==> src/rtl/k2_pkg.sv <==
// Shared constants, FSM encoding and the modular reduction ladder used by the
// k2unred inverse-K2 multiplier (q = 3329, k = 13).
package k2_pkg;

    localparam int Q     = 3329;
    localparam int K     = 13;
    localparam int K2INV = 2285;
    localparam int W     = 12;

    typedef enum logic [1:0] {
        IDLE = 2'd0,
        CALC = 2'd1,
        DONE = 2'd2
    } state_t;

    // Subtract the single largest m*Q (1 <= m <= n) that does not exceed t.
    function automatic logic [15:0] modsub_ladder(input logic [15:0] t, input int n);
        logic [15:0] res;
        logic        hit;
        res = t;
        hit = 1'b0;
        for (int m = 6; m >= 1; m--) begin
            if (!hit && (m <= n) && (t >= 16'(m * Q))) begin
                res = t - 16'(m * Q);
                hit = 1'b1;
            end
        end
        return res;
    endfunction

endpackage

==> src/rtl/k2unred_step.sv <==
// One combinational iteration of the MSB-first shift-add modular multiplier:
// acc_nxt = (2^STEP * acc + bits * K2INV) mod Q, for canonical acc.
module k2unred_step
    import k2_pkg::*;
#(
    parameter int STEP   = 1,
    parameter int LADDER = 2
) (
    input  logic [W-1:0]    acc,
    input  logic [STEP-1:0] bits,
    output logic [W-1:0]    acc_nxt
);

    logic [15:0] t;

    // acc < Q keeps t below (2^STEP + 2^STEP - 1) * Q, so one ladder pass is canonical.
    always_comb begin
        t       = (16'(acc) << STEP) + 16'(bits) * 16'(K2INV);
        acc_nxt = W'(modsub_ladder(t, LADDER));
    end

endmodule

==> src/rtl/k2unred.sv <==
// Maps a K2-domain value back to the normal domain: r = x * 2285 mod 3329.
// Define K2UNRED_FAST_EN to consume two multiplier bits per cycle instead of one.
module k2unred
    import k2_pkg::*;
(
    input  logic         clk,
    input  logic         rst,
    input  logic         in_vld,
    output logic         in_rdy,
    input  logic [W-1:0] x,
    output logic         out_vld,
    input  logic         out_rdy,
    output logic [W-1:0] r,
    output logic         busy
);

`ifdef K2UNRED_FAST_EN
    localparam int STEP   = 2;
    localparam int LADDER = 6;
`else
    localparam int STEP   = 1;
    localparam int LADDER = 2;
`endif
    localparam logic [3:0] CNT_INIT = 4'(W / STEP - 1);

    state_t         state, state_nxt;
    logic [W-1:0]   xs;
    logic [W-1:0]   acc;
    logic [W-1:0]   acc_nxt;
    logic [3:0]     cnt;

    k2unred_step #(
        .STEP   (STEP),
        .LADDER (LADDER)
    ) u_step (
        .acc     (acc),
        .bits    (xs[W-1 -: STEP]),
        .acc_nxt (acc_nxt)
    );

    // Handshake: a transfer happens on a rising edge where valid and ready are
    // both high; in_rdy only in IDLE, out_vld only in DONE, so they never overlap.
    always_comb begin
        state_nxt = state;
        case (state)
            IDLE:    if (in_vld)     state_nxt = CALC;
            CALC:    if (cnt == '0)  state_nxt = DONE;
            DONE:    if (out_rdy)    state_nxt = IDLE;
            default:                 state_nxt = IDLE;
        endcase
    end

    always_ff @(posedge clk or posedge rst) begin
        if (rst) begin
            state <= IDLE;
            xs    <= '0;
            acc   <= '0;
            cnt   <= '0;
        end else begin
            state <= state_nxt;
            case (state)
                IDLE: begin
                    if (in_vld) begin
                        xs  <= x;
                        acc <= '0;
                        cnt <= CNT_INIT;
                    end
                end
                CALC: begin
                    acc <= acc_nxt;
                    xs  <= {xs[W-1-STEP:0], {STEP{1'b0}}};
                    if (cnt != '0) cnt <= cnt - 4'd1;
                end
                default: ;
            endcase
        end
    end

    assign in_rdy  = (state == IDLE) && !rst;
    assign out_vld = (state == DONE);
    assign r       = (state == DONE) ? acc : '0;
    assign busy    = (state == CALC) || (state == DONE);

endmodule

==> config.mk <==
export PLATFORM = sky130hd
export DESIGN_NAME = k2unred
export DESIGN_NICKNAME = d
export VERILOG_FILES = /design/src/rtl/k2_pkg.sv /design/src/rtl/k2unred_step.sv /design/src/rtl/k2unred.sv
export SDC_FILE = /design/constraint.sdc
export NUM_CORES = 1
export LEC_CHECK = 0
export BUFFER_PORTS_ARGS = -buffer_cell sky130_fd_sc_hd__buf_2
export CORE_MARGIN = 2
export CORE_UTILIZATION = 29
export DETAILED_ROUTE_END_ITERATION = 16
export PLACE_DENSITY_LB_ADDON = 0.15
export SYNTH_ARGS = -nofsm -noshare
export SYNTH_HDL_FRONTEND = slang
export SYNTH_HIERARCHICAL = 1
export SYNTH_SLANG_ARGS = --single-unit
==> constraint.sdc <==
create_clock -name clk -period 3.7 [get_ports clk]
set_input_delay 0.185 -clock clk [delete_from_list [all_inputs] [get_ports clk]]
set_output_delay 0.185 -clock clk [all_outputs]
set_load 0.1 [all_outputs]
* Yosys cells after proc, flatten, opt, wreduce, memory -nomap -nowiden
Cells that the tools add are included.
Storage, ports and cells: bits in registers 30, input bits 16, output and inout bits 15, word-level logic and storage cells 44
Cells by class: add/sub/neg operators 4, multipliers 1, magnitude comparators 2, eq/ne operators 6, muxes and demuxes 15, reduce and logical (&&, ||, !) cells 12
Operators by type and width (count):
- 12-bit two-way mux | 5
- 12-bit one-hot mux with 2 select lines | 2
- 12-bit subtractor (second input constant) | 2
- 13-bit by 13-bit adder with 14-bit output | 1
- 14-bit by 12-bit greater-or-equal comparator with 1-bit output (second input constant) | 1
- 14-bit by 13-bit greater-or-equal comparator with 1-bit output (second input constant) | 1
- 1-bit by 12-bit multiplier with 13-bit output (second input constant) | 1
- 4-bit two-way mux | 2
- 4-bit one-hot mux with 2 select lines | 1
- 2-bit two-way mux | 3
- 2-bit != test (second input constant) | 3
- 2-bit one-hot mux with 3 select lines | 1
- 3-bit AND reduction | 2
- 4-bit logical NOT | 1
- 4-bit nonzero test | 1
- 4-bit by 1-bit subtractor with 4-bit output (second input constant) | 1
- 2-bit by 1-bit equality test with 1-bit output (second input constant) | 1
- 2-bit equality test (second input constant) | 1
- 1-bit logical AND | 2
- 1-bit logical NOT | 2
- 2-bit logical NOT | 1
- 2-bit by 1-bit != test with 1-bit output (second input constant) | 1
- 2-bit AND reduction | 1
- 2-bit nonzero test | 1
- other kinds (2) | 2

* Logic depth before layout (Yosys ltp)
depth after elaboration 8, depth in mapped cells 14, depth with buffers taken out 13

* Hierarchy
The synthesis kept the hierarchy.
Modules (own cells, without submodules):
- k2unred | instances 1, cells an instance 135, area each 1475.2 um2
- k2unred_step | instances 1, cells an instance 142, area each 1061.0 um2

* Worst setup path after synthesis
No wires, ideal clock.
kind register to register, start point reg xs[11], end point reg acc[5], setup time 121 ps, arrival 3363 ps, setup slack 216 ps, cell stages (with the launch flop) 14, buffers on the path 0, period minus slack after synthesis 3484 ps, cell sequence dfrtp_1 > ha_1 > inv_1 > fa_1 > nand3b_1 > a211oi_4 > xor2_1 > nor4b_2 > o311ai_1 > a22o_2 > o311ai_1 > nor2_1 > xor2_1 > a22o_1
On the way: word-level cells in the longest chain between the ends 8, elaborated cells between the ends (all ways) 12
RTL lines:
- start: declaration | line k2unred.sv:27 | logic [W-1:0] xs;
- start signal: assignment | line k2unred.sv:71 | xs <= {xs[W-1-STEP:0], {STEP{1'b0}}};
- 1-bit by 12-bit multiplier with 13-bit output * | line k2unred_step.sv:18 | t = (16'(acc) << STEP) + 16'(bits) * 16'(K2INV);
- 13-bit by 13-bit adder with 14-bit output * | line k2unred_step.sv:18
- 14-bit by 13-bit greater-or-equal comparator with 1-bit output | line k2_pkg.sv:23 | if (!hit && (m <= n) && (t >= 16'(m * Q))) begin
- 1-bit two-way mux | line k2_pkg.sv:23
- 1-bit logical NOT | line k2_pkg.sv:23
- 1-bit logical AND | line k2_pkg.sv:23
- 12-bit two-way mux * | line k2_pkg.sv:23
- net acc_nxt[5] | line k2unred.sv:29 | logic [W-1:0] acc_nxt;
- 12-bit one-hot mux with 2 select lines * | line k2unred.sv:61 | case (state)
- end signal: assignment | line k2unred.sv:70 | acc <= acc_nxt;
- end: declaration | line k2unred.sv:28 | logic [W-1:0] acc;
The timed path passes the listed nets; every way through them passes the cells marked *. A chain may end at the register's enable or synchronous reset.

* Final worst setup path
start point reg xs[11], end point reg acc[6]
The elaborated chain is that of the path after synthesis.

==> flow_metrics.py <==
metrics = {
    "status": {
        "run_status": "finished, final reports clean",
    },
    "floorplanning": {
        "start_util": 0.2951,
        "die_h_um": 97.52,
        "num_rows": 34,
        "die_w_um": 97.52,
        "dieArea_sq_um": 9509,
        "core_area_sq_um": 8593,
        "ios": 31,
    },
    "sta": {
        "period_share": 0.9803,
        "slew_violations": 0,
        "max_slew_margin": 0.3277,
        "rsz0062_at_grt": "yes",
        "fin_skew_ns": 0.004125,
        "hold_violations": 0,
        "period_needed_ns": 3.627,
        "clock.fmax_mhz": 275.7,
        "tightest_slew_ns": 0.9873,
        "layout_setup_ws_ns": 0.07277,
        "setup_violations": 0,
        "holdWs_ns": 0.1616,
    },
    "placement": {
        "dpl_cell_area_sq_um": 2889,
        "dp_slack_ns": 0.07070,
        "hpwlAfterDp_um": 4799,
        "place.gp.congestion": 0.8254,
        "portBuffers": 30,
    },
    "routing": {
        "viasPerCell": 5.269,
        "detail-route-antenna-nets": 0,
        "first_pass_iters": 4,
        "highest_layer": "met4",
        "via_count": 2271,
        "wl_met2_um": 3178,
        "drtIter0Drc": 83,
        "drt-met1-wl_um": 3123,
        "wirelength_um": 6603,
        "drcViolationCount": 0,
        "wl_met3_um": 196,
        "routedWlPerCell_um": 15.32,
    },
    "worst_setup_path": {
        "endpoint": "acc[6]",
        "critPathCaptureType": "register",
        "regToRegEndpoint": "acc[6]",
        "reg2regPathDepth": 12,
        "path_max_fanout": 8,
        "startpoint": "xs[11]",
        "start_kind": "register",
        "r2r_slack_ns": 0.07,
        "cp_data_arrival_time_ns": 3.80,
        "crit_required_ns": 3.87,
        "crit_type": "reg2reg",
        "r2r-start": "xs[11]",
    },
    "clock_tree": {
        "cts.sinks": 30,
        "cts_buffers": 5,
        "clk_latency_ns": 0.28,
        "clk_pin_slew_ns": 0.07,
        "cts_buffer_depth": 2,
        "htree_num_levels": 2,
        "cts_tree": "done",
        "clock-root-buffer": "clkbuf_8",
    },
    "synth": {
        "netlist_instances": 277,
        "synth_flop_cell": "dfrtp_1",
        "synth_warnings": 6,
        "ys_types": 65,
        "ys_seq_elements": 30,
        "syn_nets": 312,
        "synthArstFlopShare": 1.000,
        "synth.avg_cell_area_sq_um": 9.156,
        "yosysSeqAreaShare": 0.2960,
        "synth_area_sq_um": 2536,
        "synth-edff-count": 0,
    },
    "hold_path": {
        "hp-class": "in2reg",
        "hp-start": "x[0]",
    },
    "run": {
        "maxCapViolCount": 0,
    },
    "pwr": {
        "p_per_area_nw_per_um2": 971.3,
        "power_leakage_nw": 1.418,
        "combPwrFrac": 0.688,
        "switching_share": 0.5157,
        "finalPower_mw": 3.031,
        "ir_worst_vdd_mv": 0.3355,
        "pwr-share-seq": 0.199,
        "switchingPower_mw": 1.563,
        "p_int_mw": 1.468,
        "power.share.clock": 0.113,
    },
    "final_layout": {
        "drive_gt1_frac": 0.2508,
        "stdcell_area_sq_um": 3120,
        "seq_area_sq_um": 750.7,
        "area_growth_pct": 23.04,
        "utilization": 0.3631,
        "final_cell_mix": "30 x dfrtp_1, 30 x buf_2, 21 x nand2_1, 20 x o21ai_0, 18 x ha_1",
        "nNetsFinal": 358,
        "nFillCells": 900,
        "multi_input_area_sq_um": 1778,
        "antenna_cells": 0,
    },
    "global_routing": {
        "grt_antenna_before_repair": 0,
        "grt_use_total": 0.1372,
        "gr-total-overflow": 0,
        "grt_first_pass_wirelength_um": 10680,
        "grt_max_degree": 39,
        "grt_pass1_vias": 2190,
    },
}
## cell families (layout without fill, tap and decap cells)
kind of cell,after synthesis,in the layout,synth area share
xor+xnor,14,14,0.05131
buf+inv,26,70,0.04193
compound gates,84,86,0.2560
fa+ha+maj,19,19,0.09670
mux,17,17,0.06857
flops,30,30,0.2960
simple gates,87,87,0.1895
## registers in the layout, summed over array words and instances, names as in the netlist
name   flops
acc       12
xs        12
state      2
cnt        4
## cell usage after synthesis, types with 2 or more instances
library cell	instances	area (sq um)
a31oi_1	3	18.77
nand3_1	4	20.02
xnor2_1	6	52.55
ha_1	18	225.2
a22oi_1	2	15.01
clkbuf_1	5	18.77
or3_1	5	31.28
and3b_1	2	17.52
a211o_1	2	17.52
a211oi_1	2	15.01
nor2b_1	2	12.51
o311ai_1	2	17.52
inv_1	15	56.30
a22o_1	12	105.1
dfrtp_1	30	750.7
o211ai_1	5	37.54
a21o_1	2	15.01
a21oi_1	7	35.03
nor2_1	13	48.80
xor2_1	7	61.31
nand2_1	21	78.83
mux2_2	3	33.78
nor3_1	9	45.04
o21a_1	4	30.03
nand2b_1	5	31.28
buf_2	4	20.02
mux2i_1	14	140.1
o22ai_1	3	18.77
and2_1	13	81.33
and3_1	2	12.51
o21ai_0	21	105.1
## routing by layer
metal  global-route usage  vias up
li1                     -     1124
met1               0.1814     1095
met2               0.2297       43
met3              0.01799        9
met4              0.04808        0
met5                    0        -
## critical path, cell delays in order, from the launching register on
cell and delay [ns]:
dfrtp_1 0.41, buf_4 0.19, ha_1 0.38, and4_1 0.27, a221oi_2 0.36, nor2b_2 0.16
xnor2_2 0.22, o311ai_2 0.41, a22o_1 0.31, o21ai_2 0.12, a2111oi_4 0.37, xor2_1 0.11
a22o_1 0.20
## worst min path at each step
stage	to	slack (ns)	cells after the start
finish	xs[0]	0.16	3
global route	xs[0]	0.19	3
CTS	xs[0]	0.16	3
detailed placement	cnt[0]	0.30	2
global placement	cnt[0]	0.30	2
floorplan	acc[0]	0.28	1
## power by group through the flow
stage               logic (mW)  clock network, mW  registers (mW)
floorplan                 1.57                  0           0.554
global placement          2.00                  0           0.606
detailed placement        1.99                  0           0.605
CTS                       2.00              0.350           0.601
global route              2.30              0.358           0.630
finish                    2.09              0.341           0.603
## per-stage QoR
stage	instances	setup TNS, ns
floorplan	277	0
global placement	418	0
detailed placement	418	0
CTS	426	0
global route	431	-0.07359
finish	431	0
## cell type report
| cell class | instances | area share |
|---|---|---|
| flip-flops and latches | 30 | 0.2406 |
| repair buffers | 48 | 0.09222 |
| multi-input cells | 223 | 0.5698 |
| clock buffers | 6 | 0.02646 |
| inverters | 15 | 0.01804 |
| clock inverters | 1 | 0.009623 |
| well taps | 108 | 0.04330 |
## repair_timing
item                                    in CTS  in global routing
hold buffers                                 1                  0
resized for setup                            0                 11
hold endpoints to repair                    13                  0
buffers inserted                             0                  3
endpoints found under the setup margin       0                 11
Power figures use the tool's default switching activity.
